## src/rtl/dctq_pkg.sv

```systemverilog
// Shared types and constants for the DCTQ frame controller: FSM state encoding,
// block geometry and default datapath widths.
package dctq_pkg;

  localparam int BLK_COEFS    = 64;
  localparam int LAST_ADDR    = BLK_COEFS - 1;
  localparam int DEF_NUM_BLKS = 1024;
  localparam int DEF_ROW_W    = 64;
  localparam int DEF_COEF_W   = 9;

  typedef enum logic [2:0] {
    IDLE,
    LOAD,
    WAIT_RDY,
    START,
    DRAIN,
    DONE
  } state_t;

endpackage

```

## src/rtl/dctq_coef_stage.sv

```systemverilog
// Coefficient output register with combinational backpressure, completed-block count
// and, when DCTQ_FRAME_CTRL_NZCNT_EN is defined, a per-block nonzero-coefficient counter.
module dctq_coef_stage
  import dctq_pkg::*;
#(
  parameter int NUM_BLKS = DEF_NUM_BLKS,
  parameter int COEF_W   = DEF_COEF_W
) (
  input  logic              clk,
  input  logic              reset,
  input  logic              frame_clr,
  input  logic [COEF_W-1:0] dctq,
  input  logic              dctq_valid,
  input  logic [5:0]        addr,
  input  logic              sink_ready,
  output logic [COEF_W-1:0] coef_out,
  output logic              coef_valid,
  output logic              coef_last,
  output logic              hold,
  output logic [10:0]       blk_cnt,
  output logic              frame_full
`ifdef DCTQ_FRAME_CTRL_NZCNT_EN
  ,
  output logic [6:0]        nz_cnt,
  output logic              nz_valid
`endif
);

  localparam logic [10:0] BLK_MAX  = 11'(NUM_BLKS);
  localparam logic [5:0]  LAST_IDX = 6'(LAST_ADDR);

  logic accept;
  logic accept_last;
  logic suppress;

  assign hold        = coef_valid && !sink_ready;
  assign accept      = coef_valid && sink_ready;
  assign accept_last = accept && coef_last;
  assign frame_full  = (blk_cnt == BLK_MAX);
  // Also block the cycle in which the final block is being accepted, so nothing slips in behind it.
  assign suppress    = frame_full || (accept_last && (blk_cnt == BLK_MAX - 11'd1));

  // NOTE: sequential state uses non-blocking assignments so every register samples pre-edge values.
  always_ff @(posedge clk or posedge reset) begin
    if (reset) begin
      coef_out   <= '0;
      coef_valid <= 1'b0;
      coef_last  <= 1'b0;
    end else if (!hold) begin
      coef_out   <= dctq;
      coef_valid <= dctq_valid && !suppress;
      coef_last  <= dctq_valid && !suppress && (addr == LAST_IDX);
    end
  end

  always_ff @(posedge clk or posedge reset) begin
    if (reset) begin
      blk_cnt <= '0;
    end else if (frame_clr) begin
      blk_cnt <= '0;
    end else if (accept_last && !frame_full) begin
      blk_cnt <= blk_cnt + 11'd1;
    end
  end

`ifdef DCTQ_FRAME_CTRL_NZCNT_EN
  logic [6:0] nz_acc;
  logic [6:0] nz_hit;

  assign nz_hit = (coef_out != '0) ? 7'd1 : 7'd0;

  // The accumulator restarts per block; nz_cnt is shown for one cycle then cleared.
  always_ff @(posedge clk or posedge reset) begin
    if (reset) begin
      nz_acc   <= '0;
      nz_cnt   <= '0;
      nz_valid <= 1'b0;
    end else begin
      nz_valid <= 1'b0;
      if (nz_valid) nz_cnt <= '0;
      if (frame_clr) begin
        nz_acc <= '0;
      end else if (accept_last) begin
        nz_cnt   <= nz_acc + nz_hit;
        nz_valid <= 1'b1;
        nz_acc   <= '0;
      end else if (accept) begin
        nz_acc <= nz_acc + nz_hit;
      end
    end
  end
`endif

endmodule

```

## src/rtl/dctq_frame_ctrl.sv

```systemverilog
// Frame controller: streams block rows from frame memory into the DCTQ core and forwards
// its coefficients. Optional nonzero counter enabled by DCTQ_FRAME_CTRL_NZCNT_EN.
module dctq_frame_ctrl
  import dctq_pkg::*;
#(
  parameter int NUM_BLKS = DEF_NUM_BLKS,
  parameter int ROW_W    = DEF_ROW_W,
  parameter int ROWS     = 8,
  parameter int COEF_W   = DEF_COEF_W,
  parameter int ADDR_W   = 13
) (
  input  logic              clk,
  input  logic              reset,
  input  logic              frame_start,
  output logic              mem_rd,
  output logic [ADDR_W-1:0] mem_addr,
  input  logic [ROW_W-1:0]  mem_rdata,
  output logic [ROW_W-1:0]  di,
  output logic              din_valid,
  output logic [2:0]        wa,
  input  logic              ready,
  output logic              start,
  output logic              hold,
  input  logic [COEF_W-1:0] dctq,
  input  logic              dctq_valid,
  input  logic [5:0]        addr,
  output logic [COEF_W-1:0] coef_out,
  output logic              coef_valid,
  output logic              coef_last,
  input  logic              sink_ready,
  output logic [10:0]       blk_cnt,
  output logic              busy,
  output logic              frame_done
`ifdef DCTQ_FRAME_CTRL_NZCNT_EN
  ,
  output logic [6:0]        nz_cnt,
  output logic              nz_valid
`endif
);

  localparam int ROW_IDX_W = (ROWS > 1) ? $clog2(ROWS) : 1;
  localparam int ISSUE_W   = $clog2(NUM_BLKS + 1);
  localparam logic [ROW_IDX_W-1:0] LAST_ROW  = ROW_IDX_W'(ROWS - 1);
  localparam logic [ISSUE_W-1:0]   ISSUE_MAX = ISSUE_W'(NUM_BLKS);

  // A frame must fit the address space without wrapping onto itself, and blk_cnt is 11 bits.
  if ((ROWS * NUM_BLKS > (1 << ADDR_W)) || (NUM_BLKS > 2047)) begin : g_cfg_check
    $error("dctq_frame_ctrl: ROWS*NUM_BLKS exceeds 2**ADDR_W or NUM_BLKS exceeds blk_cnt range");
  end

  state_t                 state;
  state_t                 state_nxt;
  logic [ROW_IDX_W-1:0]   row_cnt;
  logic [ISSUE_W-1:0]     issue_cnt;
  logic                   frame_clr;
  logic                   last_row;
  logic                   frame_full;

  assign frame_clr = (state == IDLE) && frame_start;
  assign last_row  = (row_cnt == LAST_ROW);
  assign busy      = (state != IDLE);

  // NOTE: the asynchronous reset appears in the sensitivity list so it acts without a clock edge.
  always_ff @(posedge clk or posedge reset) begin
    if (reset) state <= IDLE;
    else       state <= state_nxt;
  end

  // NOTE: every output of this block is defaulted first so no path can infer a latch.
  always_comb begin
    state_nxt  = state;
    mem_rd     = 1'b0;
    start      = 1'b0;
    frame_done = 1'b0;
    case (state)
      IDLE:     if (frame_start) state_nxt = LOAD;
      LOAD: begin
        mem_rd = 1'b1;
        if (last_row) state_nxt = WAIT_RDY;
      end
      WAIT_RDY: if (ready) state_nxt = START;
      START: begin
        start     = 1'b1;
        state_nxt = (issue_cnt + ISSUE_W'(1) < ISSUE_MAX) ? LOAD : DRAIN;
      end
      DRAIN:    if (frame_full) state_nxt = DONE;
      DONE: begin
        frame_done = 1'b1;
        state_nxt  = IDLE;
      end
      default:  state_nxt = IDLE;
    endcase
  end

  // Row fetch: data returns one cycle after mem_rd, so din_valid and wa are the read strobe delayed.
  always_ff @(posedge clk or posedge reset) begin
    if (reset) begin
      mem_addr  <= '0;
      row_cnt   <= '0;
      issue_cnt <= '0;
      din_valid <= 1'b0;
      wa        <= '0;
    end else begin
      din_valid <= mem_rd;
      if (mem_rd) wa <= 3'(row_cnt);
      if (frame_clr) begin
        mem_addr  <= '0;
        row_cnt   <= '0;
        issue_cnt <= '0;
      end else begin
        if (mem_rd) begin
          mem_addr <= mem_addr + ADDR_W'(1);
          row_cnt  <= last_row ? '0 : row_cnt + ROW_IDX_W'(1);
        end
        if (start) issue_cnt <= issue_cnt + ISSUE_W'(1);
      end
    end
  end

  assign di = din_valid ? mem_rdata : '0;

  dctq_coef_stage #(
    .NUM_BLKS (NUM_BLKS),
    .COEF_W   (COEF_W)
  ) u_coef_stage (
    .clk        (clk),
    .reset      (reset),
    .frame_clr  (frame_clr),
    .dctq       (dctq),
    .dctq_valid (dctq_valid),
    .addr       (addr),
    .sink_ready (sink_ready),
    .coef_out   (coef_out),
    .coef_valid (coef_valid),
    .coef_last  (coef_last),
    .hold       (hold),
    .blk_cnt    (blk_cnt),
    .frame_full (frame_full)
`ifdef DCTQ_FRAME_CTRL_NZCNT_EN
    ,
    .nz_cnt     (nz_cnt),
    .nz_valid   (nz_valid)
`endif
  );

endmodule

```

## config.mk

```make
export PLATFORM = sky130hd
export DESIGN_NAME = dctq_frame_ctrl
export DESIGN_NICKNAME = d
export VERILOG_FILES = /design/src/rtl/dctq_pkg.sv /design/src/rtl/dctq_coef_stage.sv /design/src/rtl/dctq_frame_ctrl.sv
export SDC_FILE = /design/constraint.sdc
export NUM_CORES = 1
export LEC_CHECK = 0
export CORE_MARGIN = 2
export CORE_UTILIZATION = 34
export DETAILED_ROUTE_END_ITERATION = 8
export PLACE_DENSITY = 0.77
export REMOVE_ABC_BUFFERS = 1
export SYNTH_ARGS = -nofsm -noshare
export SYNTH_HDL_FRONTEND = slang
export SYNTH_HIERARCHICAL = 1
export SYNTH_SLANG_ARGS = --single-unit
```

## constraint.sdc

```tcl
create_clock -name clk -period 1.6 [get_ports clk]
set_input_delay 0.16 -clock clk [delete_from_list [all_inputs] [get_ports clk]]
set_output_delay 0.16 -clock clk [all_outputs]
set_load 0.01 [all_outputs]
```

==> results of run 1 <==
[what timing repair did]
action,in CTS,in global routing
hold buffers,0,0
gates cloned,0,0
endpoints found under the setup margin,74,44
setup buffers,6,7
pin swaps,4,15
gates resized for setup,91,35
[sequential cells by signal, indices dropped and copies added, names as in the netlist]
| signal | flops |
|---|---|
| state | 3 |
| u_coef_stage/coef_valid | 1 |
| din_valid | 1 |
| wa | 3 |
| u_coef_stage/blk_cnt | 11 |
| u_coef_stage/coef_out | 9 |
| issue_cnt | 11 |
| u_coef_stage/coef_last | 1 |
| mem_addr | 13 |
| row_cnt | 3 |
[power by group through the flow]
| stage | logic (uW) | clock network [uW] | registers (uW) |
|---|---|---|---|
| after floorplan | 1150 | 0 | 1960 |
| after CTS | 2980 | 793 | 1790 |
| final | 3090 | 769 | 1800 |
| after detailed placement | 3200 | 0 | 1820 |
| after global placement | 3150 | 0 | 1800 |
| after global routing | 3370 | 840 | 1830 |
[cells by family after synthesis]
kind of cell | after synthesis | synth area share [%]
adder cells (fa/ha/maj) | 6 | 2.33
XOR/XNOR | 25 | 6.81
multiplexers | 13 | 4.44
buffers and inverters | 30 | 4.28
AND/OR/NAND/NOR | 194 | 34.6
AO/OA/AOI/OAI | 21 | 3.93
flip-flops | 56 | 43.6
[through the flow]
| step | util [%] | hold WS, ns | setup WS, ns | total power, uW | area (um^2) |
|---|---|---|---|---|---|
| floorplan | - | 0.149 | 0.00694 | 3110 | 3130 |
| global placement | 59.8 | 0.458 | -0.0914 | 4950 | 5500 |
| detailed placement | 59.8 | 0.462 | -0.146 | 5020 | 5500 |
| CTS | 60.7 | 0.212 | -0.120 | 5560 | 5580 |
| global route | 62.3 | 0.231 | -0.0926 | 6030 | 5730 |
| finish | 62.3 | 0.214 | -0.0106 | 5650 | 5730 |
[layout make-up]
class                   count  area, um^2  area share [%]
clock buffers               6        72.6            1.27
flip-flops and latches     56        1410            24.5
clock inverters             2        16.3           0.284
multi-input cells         259        1770            30.8
diodes                      3        7.51           0.131
repair buffers            244        2270            39.7
inverters                  14        52.6           0.917
well taps                 111         139            2.42
[metal layers]
metal | vias up | track usage (%) | wire (um)
li1 | 1629 | - | -
met1 | 1586 | 19.5 | 3740
met2 | 174 | 38.9 | 5830
met3 | 37 | 6.00 | 1030
met4 | 0 | 10.5 | 485
met5 | - | 0 | 0
[final timing paths]
kind                                      startpoint                                    to  slack (ns)  cells past startpoint
worst min register to register     wa[0]$_DFFE_PP0P_                     wa[0]$_DFFE_PP0P_        0.48                      2
max in group asynchronous                      reset               mem_addr[5]$_DFFE_PP0P_        1.00                      3
worst min-delay path                           reset  u_coef_stage/coef_out[8]$_DFFE_PP0N_        0.21                      3
worst max register to register  state[1]$_DFFE_PP0P_              mem_addr[12]$_DFFE_PP0P_       -0.01                      6
worst max-delay path            state[1]$_DFFE_PP0P_                                  busy       -0.01                      4
min in group clk                          dctq_valid   u_coef_stage/coef_valid$_DFFE_PP0N_        0.42                      3
[cell usage after synthesis (all sizes together)]
cell | number | area [um^2]
nand3 | 8 | 40.0
o221ai | 1 | 8.76
clkbuf | 11 | 41.3
buf | 5 | 43.8
dfrtp | 56 | 1400
nand4bb | 1 | 11.3
and3b | 2 | 17.5
ha | 6 | 75.1
a21oi | 10 | 50.1
a22o | 1 | 8.76
nor2b | 2 | 12.5
inv | 14 | 52.6
mux2i | 3 | 30.0
o21ai | 6 | 30.0
mux2 | 10 | 113
and3 | 1 | 6.26
nand2b | 2 | 12.5
or3 | 3 | 18.8
or4 | 2 | 15.0
xor2 | 2 | 17.5
o21bai | 1 | 7.51
nand2 | 33 | 124
nor4 | 13 | 111
nand3b | 5 | 41.3
nor2 | 35 | 134
and2b | 1 | 7.51
and2 | 64 | 400
xnor2 | 23 | 201
or3b | 1 | 11.3
nor3 | 9 | 45.0
a41oi | 1 | 8.76
a211oi | 1 | 12.5
nand4 | 12 | 105
[cell usage in the layout (no fill, tap or decap), types with 4 or more instances in the layout]
master | Yosys | routed
o21ai_0 | 5 | 5
ha_1 | 6 | 6
clkdlybuf4s50_1 | 0 | 119
nand4_1 | 10 | 10
xnor2_1 | 23 | 23
nand2_1 | 33 | 31
buf_6 | 3 | 10
buf_4 | 0 | 40
nand3b_1 | 4 | 4
nor4_2 | 0 | 4
nor2_1 | 34 | 32
inv_1 | 12 | 11
nor3_1 | 9 | 7
dlygate4sd2_1 | 0 | 59
a21oi_1 | 10 | 10
mux2_2 | 10 | 10
clkdlybuf4s15_1 | 0 | 5
clkbuf_8 | 0 | 5
nor4_1 | 11 | 6
dfrtp_1 | 56 | 53
nand3_1 | 8 | 8
and2_1 | 64 | 64
[tightest hold or removal path: stages]
cell             delay, ns
clkdlybuf4s50_1       0.42
inv_1                 0.06
buf_4                 0.28
==> results.ini, run 1 <==
[outcome]
outcome = complete, but fails checks
violations = negative setup slack

[worst_setup_path]
cp-start-kind = register
max_stage_delay_ns = 0.40
path_delay_family = buffers and inverters
cp_slowest_cell = dfrtp_1
cp.required_ns = 1.44
cp_common_cell = buf_4
arrival_ns = 1.45
end_kind = output pin
path_max_fanout = 4
path_buf_inv = 3
path_class = register to output pin
crit_path_cell_trace = buf_4, buf_4, or3_1, buf_2

[placement]
port_buffers = 192
place_congestion = 0.901
hpwl_um = 8920
dp.cells = 671

[clock_tree]
numCtsBuffers = 5
clock_latency_ns = 0.31
path_clk_slew_ns = 0.10
cts_root_buf = clkbuf_8
h-tree-depth = 2
tritoncts = done
clockBufferDepth = 2
clock_sinks = 56

[synth]
synth_area_mm2 = 0.00322
postSynthCellCount = 345
synth.distinct_cells = 40
yosysSeqAreaShare_pct = 43.6
ys_warn_count = 6
synth-seq-cells = 56
syn_avg_cell_area_um2 = 9.32

[die]
die_area_mm2 = 0.0103
coreArea_mm2 = 0.00920
core.rowCount = 35
die_w_um = 101
die_y_um = 101
start_util_pct = 35.0
io_pins = 193

[sta]
min_period_ns = 1.61
finalCritPeriodShare_pct = 101
finalHoldViolations = 0
tns_ns = -0.0356
max_freq_ghz = 0.621
worst_slack_ns = -0.0106
setup_viol = 5
worstMarginPinSlew_ns = 0.444
relSlewSlack_pct = 70.4
drv_slew = 0
skew_ns = 0.0102
rsz0062_at_grt = true

[routing]
post_drt_via_cell_ratio = 4.93
routedWlPerCell_um = 15.9
dr.pass1.iters = 4
drt-total-wl_um = 11100
num_vias = 3426
drc_errors = 0
ant_nets = 0
drtIter0Drc = 134

[global_route]
grt.overflow.total = 0
grt_pass1_vias = 3313
grt_max_degree = 66
antenna_found_initial = 3
grt_pass1_wl_um = 16400
grt_usage_pct = 20.4

[layout]
nNetsFinal = 671
syn2layout_area_growth_pct = 78.2
fin_cells = 695
n_fill_cell = 795
drive_above_1_share_pct = 17.4

[power]
p_comb_share_pct = 54.6
peakVddDrop_mv = 0.584
seqPwrFrac_pct = 31.8
power_switching_uw = 2110
swShare_pct = 37.3
power.leakage_uw = 0.00263
power_frac_clock_pct = 13.6
p_per_area_mw_per_mm2 = 986
p_int_uw = 3550

[flow_run]
max_cap_viol_count = 0

[worst_hold_path]
hp-class = primary input to async pin

Power figures use the tool's default switching activity.
==> inputs of run 2 (changes only) <==
- ABC_CLOCK_PERIOD_IN_PS: unset -> 1600
- CTS_CLUSTER_DIAMETER: unset -> 200
- SKIP_LAST_GASP: unset -> 1
==> results.ini, run 2 (synthesis results as in run 1) <==
[sta]
drv_slew = 0
finalHoldViolations = 0
relSlewSlack_pct = 71.3
rsz0062_at_grt = true
setup_viol = 52
worst_slack_ns = -0.182
worstMarginPinSlew_ns = 0.430
hold_slack_ns = 0.217
finalCritPeriodShare_pct = 111
min_period_ns = 1.78
skew_ns = 0.0103
max_freq_ghz = 0.561

[layout]
fin_cells = 697
top_regs = mem_addr (13), issue_cnt (11), u_coef_stage/blk_cnt (11)
largest_reg_flops = 13
layout_common_cells = 168 x clkdlybuf4s50_1, 64 x and2_1, 52 x dfrtp_1
syn2layout_area_growth_pct = 81.7
layout_commonest_cell = clkdlybuf4s50_1
nNetsFinal = 672
top_register = mem_addr
final_util_pct = 63.5
drive_above_1_share_pct = 16.8

[worst_setup_path]
arrival_ns = 1.62
regToRegStartpoint = state[1]$_DFFE_PP0P_
cp_slowest_cell = clkdlybuf4s50_1
rr_worst_depth = 8
end_kind = output pin
crit_path_cell_trace = buf_12, and2_1, clkdlybuf4s50_1
reg2reg_to = row_cnt[0]$_DFFE_PP0P_
r2r_slack_ns = -0.08
max_stage_delay_ns = 0.55
cp-start-kind = register
path_max_fanout = 33
path_class = register to output pin
cp.required_ns = 1.44

[routing]
dr.pass1.iters = 4
post_drt_via_cell_ratio = 4.89
drtIter0Drc = 137
drt-total-wl_um = 11200
routedWlPerCell_um = 16.1
ant_nets = 0
num_vias = 3408
drc_errors = 0

[power]
p_comb_share_pct = 56.7
swShare_pct = 35.6
seqPwrFrac_pct = 30.4
p_per_area_mw_per_mm2 = 1020
p_int_uw = 3830
power_frac_clock_pct = 13.0
power.leakage_uw = 0.00267
power_switching_uw = 2110
p_total_uw = 5940
peakVddDrop_mv = 0.540

[clock_tree]
numCtsBuffers = 5
tritoncts = done
clockBufferDepth = 2
clock_latency_ns = 0.31
path_clk_slew_ns = 0.10
clock_sinks = 56
cts_root_buf = clkbuf_8
h-tree-depth = 2

[die]
start_util_pct = 35.0
die_y_um = 101
die_area_mm2 = 0.0103
die_w_um = 101
core.rowCount = 35
coreArea_mm2 = 0.00920
io_pins = 193

[placement]
port_buffers = 192
place_congestion = 0.901
dp.cells = 671
hpwl_um = 8920
dp_slack_ns = -0.146

[global_route]
grt.overflow.total = 0
antenna_found_initial = 4
grt_usage_pct = 20.2
grt_max_degree = 66
grt_pass1_vias = 3304
grt_pass1_wl_um = 16200

[flow_run]
max_cap_viol_count = 0

[worst_hold_path]
hp-class = primary input to async pin

[outcome]
outcome = complete, but fails checks
violations = negative setup slack

-- run 2: cell types whose count changed in the layout (fill, tap and decap cells not counted), moves of 3 or more --
cell / previous run / this run
dlygate4sd2_1: 59 / 2
nor4_1: 6 / 9
nor4_2: 4 / 1
clkdlybuf4s50_1: 119 / 168
clkdlybuf4s15_1: 5 / 1
dlymetal6s2s_1: 3 / 17
-- run 2: area by class of cell --
type	count	area, um^2
Clock buffer	6	72.6
Fill cell	739	3350
Clock inverter	2	16.3
Tap cell	111	139
Antenna cell	4	10.0
Timing Repair Buffer	245	2410
Sequential cell	56	1410
Multi-Input combinational cell	259	1740
Inverter	14	52.6
-- run 2: timing repair --
action	CTS	global route
pin swaps	3	15
hold buffers	0	0
setup buffers	6	8
endpoints found under the setup margin	74	116
gates cloned	0	1
resized for setup	18	45
-- run 2: worst max-delay path by stage --
| stage | start | to | slack [ns] | cells past startpoint |
|---|---|---|---|---|
| floorplan | state[1]$_DFFE_PP0P_ | mem_addr[12]$_DFFE_PP0P_ | 0.007 | 4 |
| global placement | sink_ready | u_coef_stage/blk_cnt[10]$_DFFE_PP0P_ | -0.09 | 5 |
| detailed placement | sink_ready | u_coef_stage/blk_cnt[10]$_DFFE_PP0P_ | -0.15 | 5 |
| CTS | din_valid$_DFF_PP0_ | di[6] | -0.24 | 3 |
| global route | din_valid$_DFF_PP0_ | di[18] | -0.25 | 3 |
| finish | din_valid$_DFF_PP0_ | di[18] | -0.18 | 3 |
-- run 2: metrics by stage --
step           area [um^2]  setup TNS, ns
2_1_floorplan         3130              0
3_3_place_gp          5500         -0.353
3_5_place_dp          5500         -0.489
4_1_cts               5650         -11.51
5_1_grt               5840         -11.62
6_report              5840          -7.85
-- run 2: critical path, delay by kind of cell (launching register included) --
kind / cells / cell delay, ns
buffers and inverters: 2 / 0.72
flip-flops: 1 / 0.43
AND/OR/NAND/NOR: 1 / 0.15
-- run 2: layer usage --
layer | global-route usage [%] | share of wire [%]
met2 | 38.7 | 53
met1 | 19.1 | 34
met3 | 6.00 | 8.8
met5 | 0 | 0
met4 | 10.8 | 4.0
-- run 2: power by group through the flow --
stage               combinational [uW]  sequential, uW  clock (uW)
finish                            3370            1800         770
global route                      3650            1840         841
CTS                               3270            1780         793
detailed placement                3200            1820           0
global placement                  3150            1800           0
floorplan                         1150            1960           0
